==> config.mk <==
export PLATFORM = sky130hd
export DESIGN_NAME = inst_fetch
export DESIGN_NICKNAME = d
export VERILOG_FILES = /design/src/rtl/inst_fetch_pkg.sv /design/src/rtl/fetch_fifo.sv /design/src/rtl/inst_fetch.sv
export SDC_FILE = /design/constraint.sdc
export NUM_CORES = 1
export LEC_CHECK = 0
export ABC_AREA = 0
export BUFFER_PORTS_ARGS = -buffer_cell sky130_fd_sc_hd__buf_2
export CAP_MARGIN = 40
export CORE_AREA = 2 2 105 184
export CTS_BUF_LIST = sky130_fd_sc_hd__clkbuf_16
export DETAILED_ROUTE_END_ITERATION = 7
export DIE_AREA = 0 0 107 186
export PLACE_DENSITY = 0.76
export SYNTH_ARGS = -nofsm -noshare
export SYNTH_HDL_FRONTEND = slang
export SYNTH_HIERARCHICAL = 1
export SYNTH_SLANG_ARGS = --single-unit
==> constraint.sdc <==
create_clock -name clk -period 3.2 [get_ports clk]
set_clock_uncertainty 0.2 [all_clocks]
set_input_delay 0 -clock clk [delete_from_list [all_inputs] [get_ports clk]]
set_output_delay 0 -clock clk [all_outputs]
set_load 0.05 [all_outputs]
==> src/rtl/inst_fetch_pkg.sv <==
// Shared definitions for the sun-riscv fetch stage.
//  INST_NOP          : instruction presented to decode when no entry is valid (addi x0,x0,0)
//  DEFAULT_RESET_PC  : PC of the first fetch after reset unless overridden
//  fetch_state_t     : RUN / HOLD state of the fetch controller
//  fetch_entry_t     : one instruction-buffer entry, {pc, inst}
package inst_fetch_pkg;

  localparam logic [31:0] INST_NOP         = 32'h0000_0013;
  localparam logic [31:0] DEFAULT_RESET_PC = 32'h0000_0000;

  typedef enum logic [0:0] {
    FETCH_RUN  = 1'b0,
    FETCH_HOLD = 1'b1
  } fetch_state_t;

  typedef struct packed {
    logic [31:0] pc;
    logic [31:0] inst;
  } fetch_entry_t;

endpackage

==> src/rtl/fetch_fifo.sv <==
// Synchronous instruction buffer for the fetch stage.
//  clk, rst      : clock, synchronous active-high reset
//  flush         : empties the buffer on this edge (dominates push/pop)
//  push, din     : write one 64-bit entry (ignored when full)
//  pop           : drop the head entry (ignored when empty)
//  dout          : current head entry (valid while !empty)
//  empty, full   : occupancy flags
//  count         : number of stored entries, 0..DEPTH
module fetch_fifo #(
  parameter int DEPTH = 2
) (
  input  logic                     clk,
  input  logic                     rst,
  input  logic                     flush,
  input  logic                     push,
  input  logic                     pop,
  input  logic [63:0]              din,
  output logic [63:0]              dout,
  output logic                     empty,
  output logic                     full,
  output logic [$clog2(DEPTH):0]   count
);

  localparam int AW = $clog2(DEPTH);
  localparam logic [AW:0] FULL_COUNT = DEPTH[AW:0];

  logic [63:0]   mem [DEPTH];
  logic [AW-1:0] wr_ptr_reg;
  logic [AW-1:0] rd_ptr_reg;
  logic [AW:0]   count_reg;
  logic          do_push;
  logic          do_pop;

  assign empty   = (count_reg == '0);
  assign full    = (count_reg == FULL_COUNT);
  assign count   = count_reg;
  assign do_push = push & ~full;
  assign do_pop  = pop & ~empty;
  // Head is read combinationally so decode sees the entry in the cycle it becomes valid.
  assign dout    = mem[rd_ptr_reg];

  // Pointers wrap naturally because DEPTH is a power of two.
  always_ff @(posedge clk) begin
    if (rst || flush) begin
      wr_ptr_reg <= '0;
      rd_ptr_reg <= '0;
      count_reg  <= '0;
    end else begin
      if (do_push) wr_ptr_reg <= wr_ptr_reg + 1'b1;
      if (do_pop)  rd_ptr_reg <= rd_ptr_reg + 1'b1;
      case ({do_push, do_pop})
        2'b10:   count_reg <= count_reg + 1'b1;
        2'b01:   count_reg <= count_reg - 1'b1;
        default: count_reg <= count_reg;
      endcase
    end
  end

  // Storage has no reset; stale contents are never visible because empty masks them.
  always_ff @(posedge clk) begin
    if (do_push) mem[wr_ptr_reg] <= din;
  end

endmodule

==> src/rtl/inst_fetch.sv <==
// Fetch stage: owns the PC, issues word reads to instruction memory, buffers the
// returned words and presents {pc, inst} to decode over valid/ready.
//  clk, rst                 : clock, synchronous active-high reset
//  imem_req/addr/gnt        : request channel; address held until granted
//  imem_rvalid/rdata        : in-order read responses
//  redirect_valid/pc        : taken branch/jump/exception target (one-cycle pulse)
//  out_valid/ready/pc/inst  : decode handshake; out_inst is INST_NOP when idle
module inst_fetch
  import inst_fetch_pkg::*;
#(
  parameter logic [31:0] RESET_PC   = DEFAULT_RESET_PC,
  parameter int          FIFO_DEPTH = 2
) (
  input  logic        clk,
  input  logic        rst,
  output logic        imem_req,
  output logic [31:0] imem_addr,
  input  logic        imem_gnt,
  input  logic        imem_rvalid,
  input  logic [31:0] imem_rdata,
  input  logic        redirect_valid,
  input  logic [31:0] redirect_pc,
  output logic        out_valid,
  input  logic        out_ready,
  output logic [31:0] out_pc,
  output logic [31:0] out_inst
);

  localparam int CW = $clog2(FIFO_DEPTH) + 1;
  localparam logic [CW:0] DEPTH_W = FIFO_DEPTH[CW:0];

  logic [31:0]   fetch_pc_reg;
  logic [31:0]   rsp_pc_reg;
  logic [CW-1:0] outstanding_reg;
  logic [CW-1:0] discard_reg;
  fetch_state_t  state_reg;
  fetch_state_t  state_next;

  logic [CW-1:0] fifo_count;
  logic          fifo_empty;
  logic          fifo_full;
  logic [63:0]   fifo_dout;
  fetch_entry_t  head;

  logic          issue;
  logic          push;
  logic          pop;
  logic [CW:0]   inflight;
  logic [CW-1:0] issue_inc;
  logic [CW-1:0] rsp_dec;
  logic [31:0]   redirect_target;

  // Buffered plus outstanding never exceeds FIFO_DEPTH, so every response has a slot.
  // This sum cannot grow while a request waits for grant, so the request stays up.
  assign inflight        = {1'b0, fifo_count} + {1'b0, outstanding_reg};
  assign imem_req        = ~rst & ~redirect_valid & (inflight < DEPTH_W);
  assign imem_addr       = fetch_pc_reg;
  assign issue           = imem_req & imem_gnt;
  assign push            = imem_rvalid & (discard_reg == '0) & ~redirect_valid & ~rst;
  assign pop             = out_valid & out_ready;
  assign issue_inc       = {{(CW-1){1'b0}}, issue};
  assign rsp_dec         = {{(CW-1){1'b0}}, imem_rvalid};
  assign redirect_target = redirect_pc & 32'hFFFF_FFFC;

  assign head      = fetch_entry_t'(fifo_dout);
  assign out_valid = ~fifo_empty;
  assign out_pc    = out_valid ? head.pc   : 32'h0;
  assign out_inst  = out_valid ? head.inst : INST_NOP;

  fetch_fifo #(
    .DEPTH(FIFO_DEPTH)
  ) u_fifo (
    .clk   (clk),
    .rst   (rst),
    .flush (redirect_valid),
    .push  (push),
    .pop   (pop),
    .din   ({rsp_pc_reg, imem_rdata}),
    .dout  (fifo_dout),
    .empty (fifo_empty),
    .full  (fifo_full),
    .count (fifo_count)
  );

  always_ff @(posedge clk) begin
    if (rst) begin
      fetch_pc_reg    <= RESET_PC;
      rsp_pc_reg      <= RESET_PC;
      outstanding_reg <= '0;
      discard_reg     <= '0;
    end else if (redirect_valid) begin
      // No issue happens in a redirect cycle; everything still in flight becomes
      // junk, minus a response landing this very cycle (it is dropped here).
      fetch_pc_reg    <= redirect_target;
      rsp_pc_reg      <= redirect_target;
      outstanding_reg <= outstanding_reg - rsp_dec;
      discard_reg     <= outstanding_reg - rsp_dec;
    end else begin
      if (issue) fetch_pc_reg <= fetch_pc_reg + 32'd4;
      if (push)  rsp_pc_reg   <= rsp_pc_reg + 32'd4;
      outstanding_reg <= outstanding_reg + issue_inc - rsp_dec;
      if (imem_rvalid && (discard_reg != '0)) discard_reg <= discard_reg - 1'b1;
    end
  end

  // HOLD marks a full buffer that decode is not draining; outputs do not depend on it.
  always_ff @(posedge clk) begin
    if (rst) state_reg <= FETCH_RUN;
    else     state_reg <= state_next;
  end

  always_comb begin
    state_next = state_reg;
    case (state_reg)
      FETCH_RUN:  if (fifo_full && !out_ready && !redirect_valid) state_next = FETCH_HOLD;
      FETCH_HOLD: if (pop || redirect_valid)                      state_next = FETCH_RUN;
      default:    state_next = FETCH_RUN;
    endcase
  end

endmodule

==> impl_metrics.yaml <==
min_path:
  min_to: "imem_addr[3]$_SDFFE_PP0P_"
  hp-class: "input port to flop"
  hold_depth: 5
  hold_path.startpoint: "imem_gnt"
clock_network:
  cts_buffer_depth: 2
  cts_htree_levels: 4
  cts_tree: "yes"
  clk_pin_slew_ns: 0.07
  clkLatencyLatePin_ns: 0.43
  cts_buffers: 17
  cts_setup_buffers: 0
  ctsResizeCount: 0
  cts_root_buf: "clkbuf_16"
  clock-sinks: 197
timing:
  slew_headroom_pct: 52.7
  rsz0062_at_grt: "no"
  setup_violations: 0
  fmax_mhz: 337
  timing.final.crit_period_ns: 2.97
  tightest_slew_ns: 0.703
  setup_tns_ns: 0
  maxSlewViolCount: 0
  fin_crit_sh_pct: 92.9
  final-hold-violation-count: 0
floorplanning:
  core_area_um2: 18400
  ioPinCount: 168
  die-area_um2: 19900
  row_count: 66
  die_h_um: 186
  chipWidth_um: 107
  start_util_pct: 50.3
global_routing:
  antenna_found_initial: 0
  grt_pass1_vias: 6990
  grt_pass1_wl_um: 34700
  grt_overflow: 0
  grt_max_degree: 66
  grt_use_total_pct: 22.5
finish:
  design_area_um2: 11600
  largest_reg_flops: 128
  layout-drive-gt1-share_pct: 28.7
  nets: 1097
  nFillCells: 1451
  regArea_um2: 5230
  antenna_cells: 0
  multiInputGateArea_um2: 3750
  syn2layout_area_growth_pct: 25.2
worst_setup_path:
  path_class: "flop to flop"
  worstPathArrival_ns: 3.09
  ff2ff_path_depth: 12
  cp_max_fo: 6
  r2r_slack_ns: 0.23
  cp.required_ns: 3.32
  r2r-start: "u_fifo/count[0]$_SDFFE_PP0P_"
  critPathLaunchType: "flop"
  endpoint_kind: "flop"
  rr_endpoint: "outstanding_reg[1]$_SDFF_PP0_"
logic_synthesis:
  ys_seq_elements: 197
  postSynthCellCount: 787
  syn_area_per_cell_um2: 11.8
  ys_seq_area_share_pct: 56.5
  synthFlopType: "edfxtp_1"
  async_flop_share_pct: 0
  syn_area_um2: 9250
  synth_cell_types: 66
  synth_warnings: 6
  synth_edf_count: 128
pwr:
  p_leak_uw: 0.00425
  total_power_uw: 5450
  p_per_area_nw_per_um2: 470
  ir_worst_vdd_mv: 0.315
routing:
  firstDrtPassIters: 5
  drt_iter0_drc: 517
  wire_per_inst_um: 17.7
  wl_um: 22400
  antenna_left: 0
  drc: 0
  vias_per_cell: 5.70
  vias: 7232
placed_design:
  gp_congestion: 0.897
  port_buffers: 163
  dpl.hpwl_um: 15200
  dpl_cell_area_um2: 10400
job:
  drv_cap: 0
status:
  outcome: "finished, final reports clean"
[metrics by stage]
stage | hold slack [ns] | utilization (%) | setup WS, ns | instances
after floorplan | -0.101 | - | 0.0445 | 792
after global placement | -0.0117 | 56.5 | 0.294 | 1172
after detailed placement | -0.00870 | 56.5 | 0.224 | 1172
after CTS | 0.00994 | 62.9 | 0.215 | 1269
after global routing | 0.0310 | 62.9 | 0.0729 | 1269
final | 0.0285 | 62.9 | 0.229 | 1269
[cells in the mapped netlist (4+ instances only)]
| cell | number | area, µm² |
|---|---|---|
| inv_1 | 20 | 75.1 |
| clkbuf_1 | 22 | 82.6 |
| and3_1 | 14 | 87.6 |
| nand4_1 | 23 | 144 |
| o311ai_0 | 4 | 35.0 |
| a21oi_1 | 20 | 100 |
| o21ai_0 | 8 | 40.0 |
| nor2b_1 | 68 | 425 |
| nand3_1 | 26 | 130 |
| and2_1 | 5 | 31.3 |
| buf_2 | 10 | 50.1 |
| a31oi_1 | 16 | 100 |
| nand2_1 | 40 | 150 |
| or3_1 | 6 | 37.5 |
| a211oi_1 | 15 | 113 |
| a21boi_0 | 8 | 60.1 |
| and4_1 | 14 | 123 |
| nor3_1 | 19 | 95.1 |
| nor3b_1 | 6 | 45.0 |
| or4_1 | 17 | 128 |
| mux2_2 | 64 | 721 |
| dfxtp_1 | 69 | 1380 |
| o21bai_1 | 13 | 97.6 |
| nor2_1 | 25 | 93.8 |
| nor4_1 | 13 | 81.3 |
| buf_1 | 4 | 15.0 |
| xor2_1 | 7 | 61.3 |
| a311oi_1 | 12 | 105 |
| or2_2 | 5 | 31.3 |
| edfxtp_1 | 128 | 3840 |
| o31ai_1 | 13 | 97.6 |
| ha_1 | 7 | 87.6 |
| xnor2_1 | 14 | 123 |
| buf_6 | 4 | 45.0 |
[layout make-up]
class | count | share of cell area, %
clock inverters | 14 | 0.843
well taps | 238 | 2.57
flip-flops and latches | 197 | 45.1
multi-input cells | 529 | 32.4
clock buffers | 17 | 3.67
repair buffers | 251 | 14.6
inverters | 23 | 0.778
[worst max-delay path, cell delays in order (launching register included)]
cell and delay, ns:
dfxtp_2 0.41, and2_1 0.16, fa_1 0.49, or3b_1 0.44, nor2_2 0.11, inv_1 0.06
ha_1 0.27, inv_1 0.04, ha_1 0.18, xnor2_1 0.12, o21ai_0 0.18, xnor2_1 0.14
nor2_1 0.05
[cells in the final DEF (no fill, tap or decap), drive strengths merged, types with 16 or more instances in the layout]
cell type / Yosys / final
buf: 20 / 185
nand4: 25 / 25
nand2: 40 / 40
edfxtp: 128 / 128
or4: 17 / 17
nor3: 19 / 19
a31oi: 16 / 16
inv: 21 / 22
a21oi: 20 / 20
nand3: 26 / 26
dfxtp: 69 / 69
dlygate4sd3: 0 / 66
mux2: 64 / 64
nor2: 26 / 26
nor2b: 68 / 68
clkbuf: 22 / 17
[worst max path at each step]
| stage | start | to | slack [ns] | depth (start not counted) |
|---|---|---|---|---|
| floorplan | u_fifo/count[0]$_SDFFE_PP0P_ | outstanding_reg[1]$_SDFF_PP0_ | 0.04 | 14 |
| global placement | u_fifo/count[0]$_SDFFE_PP0P_ | outstanding_reg[1]$_SDFF_PP0_ | 0.29 | 12 |
| detailed placement | u_fifo/count[0]$_SDFFE_PP0P_ | outstanding_reg[1]$_SDFF_PP0_ | 0.22 | 12 |
| CTS | u_fifo/count[0]$_SDFFE_PP0P_ | outstanding_reg[1]$_SDFF_PP0_ | 0.22 | 12 |
| global route | u_fifo/count[0]$_SDFFE_PP0P_ | outstanding_reg[1]$_SDFF_PP0_ | 0.07 | 12 |
| finish | u_fifo/count[0]$_SDFFE_PP0P_ | outstanding_reg[1]$_SDFF_PP0_ | 0.23 | 12 |
[timing repair]
item	in CTS	in global routing
hold buffers	66	0
hold endpoints to repair	127	0
setup endpoints to repair	0	0
[cell families (layout without fill, tap and decap cells)]
logic type	Yosys count	count (layout)	share of synthesized area (%)
simple gates	299	299	19.1
buf+inv	66	305	3.27
flops	197	197	56.5
mux	65	65	7.90
fa+ha+maj	8	8	1.16
compound gates	130	130	10.0
xor+xnor	21	21	1.99
other cells	1	6	0.0405
[power breakdown]
part           internal [µW]  switching, µW  total (µW)
sequential              2800            102        2900
clock                   1050            874        1920
combinational            246            379         625
total                   4090           1350        5450
[routing by layer]
metal  vias to the layer above  wire length (µm)  global-route usage, %
met5                         -                 0                      0
met4                         0              1030                   12.7
met3                        63              1180                   3.22
met2                       293             12000                   41.5
met1                      3419              8230                   24.3
li1                       3457                 -                      -
Power figures use the tool's default switching activity.
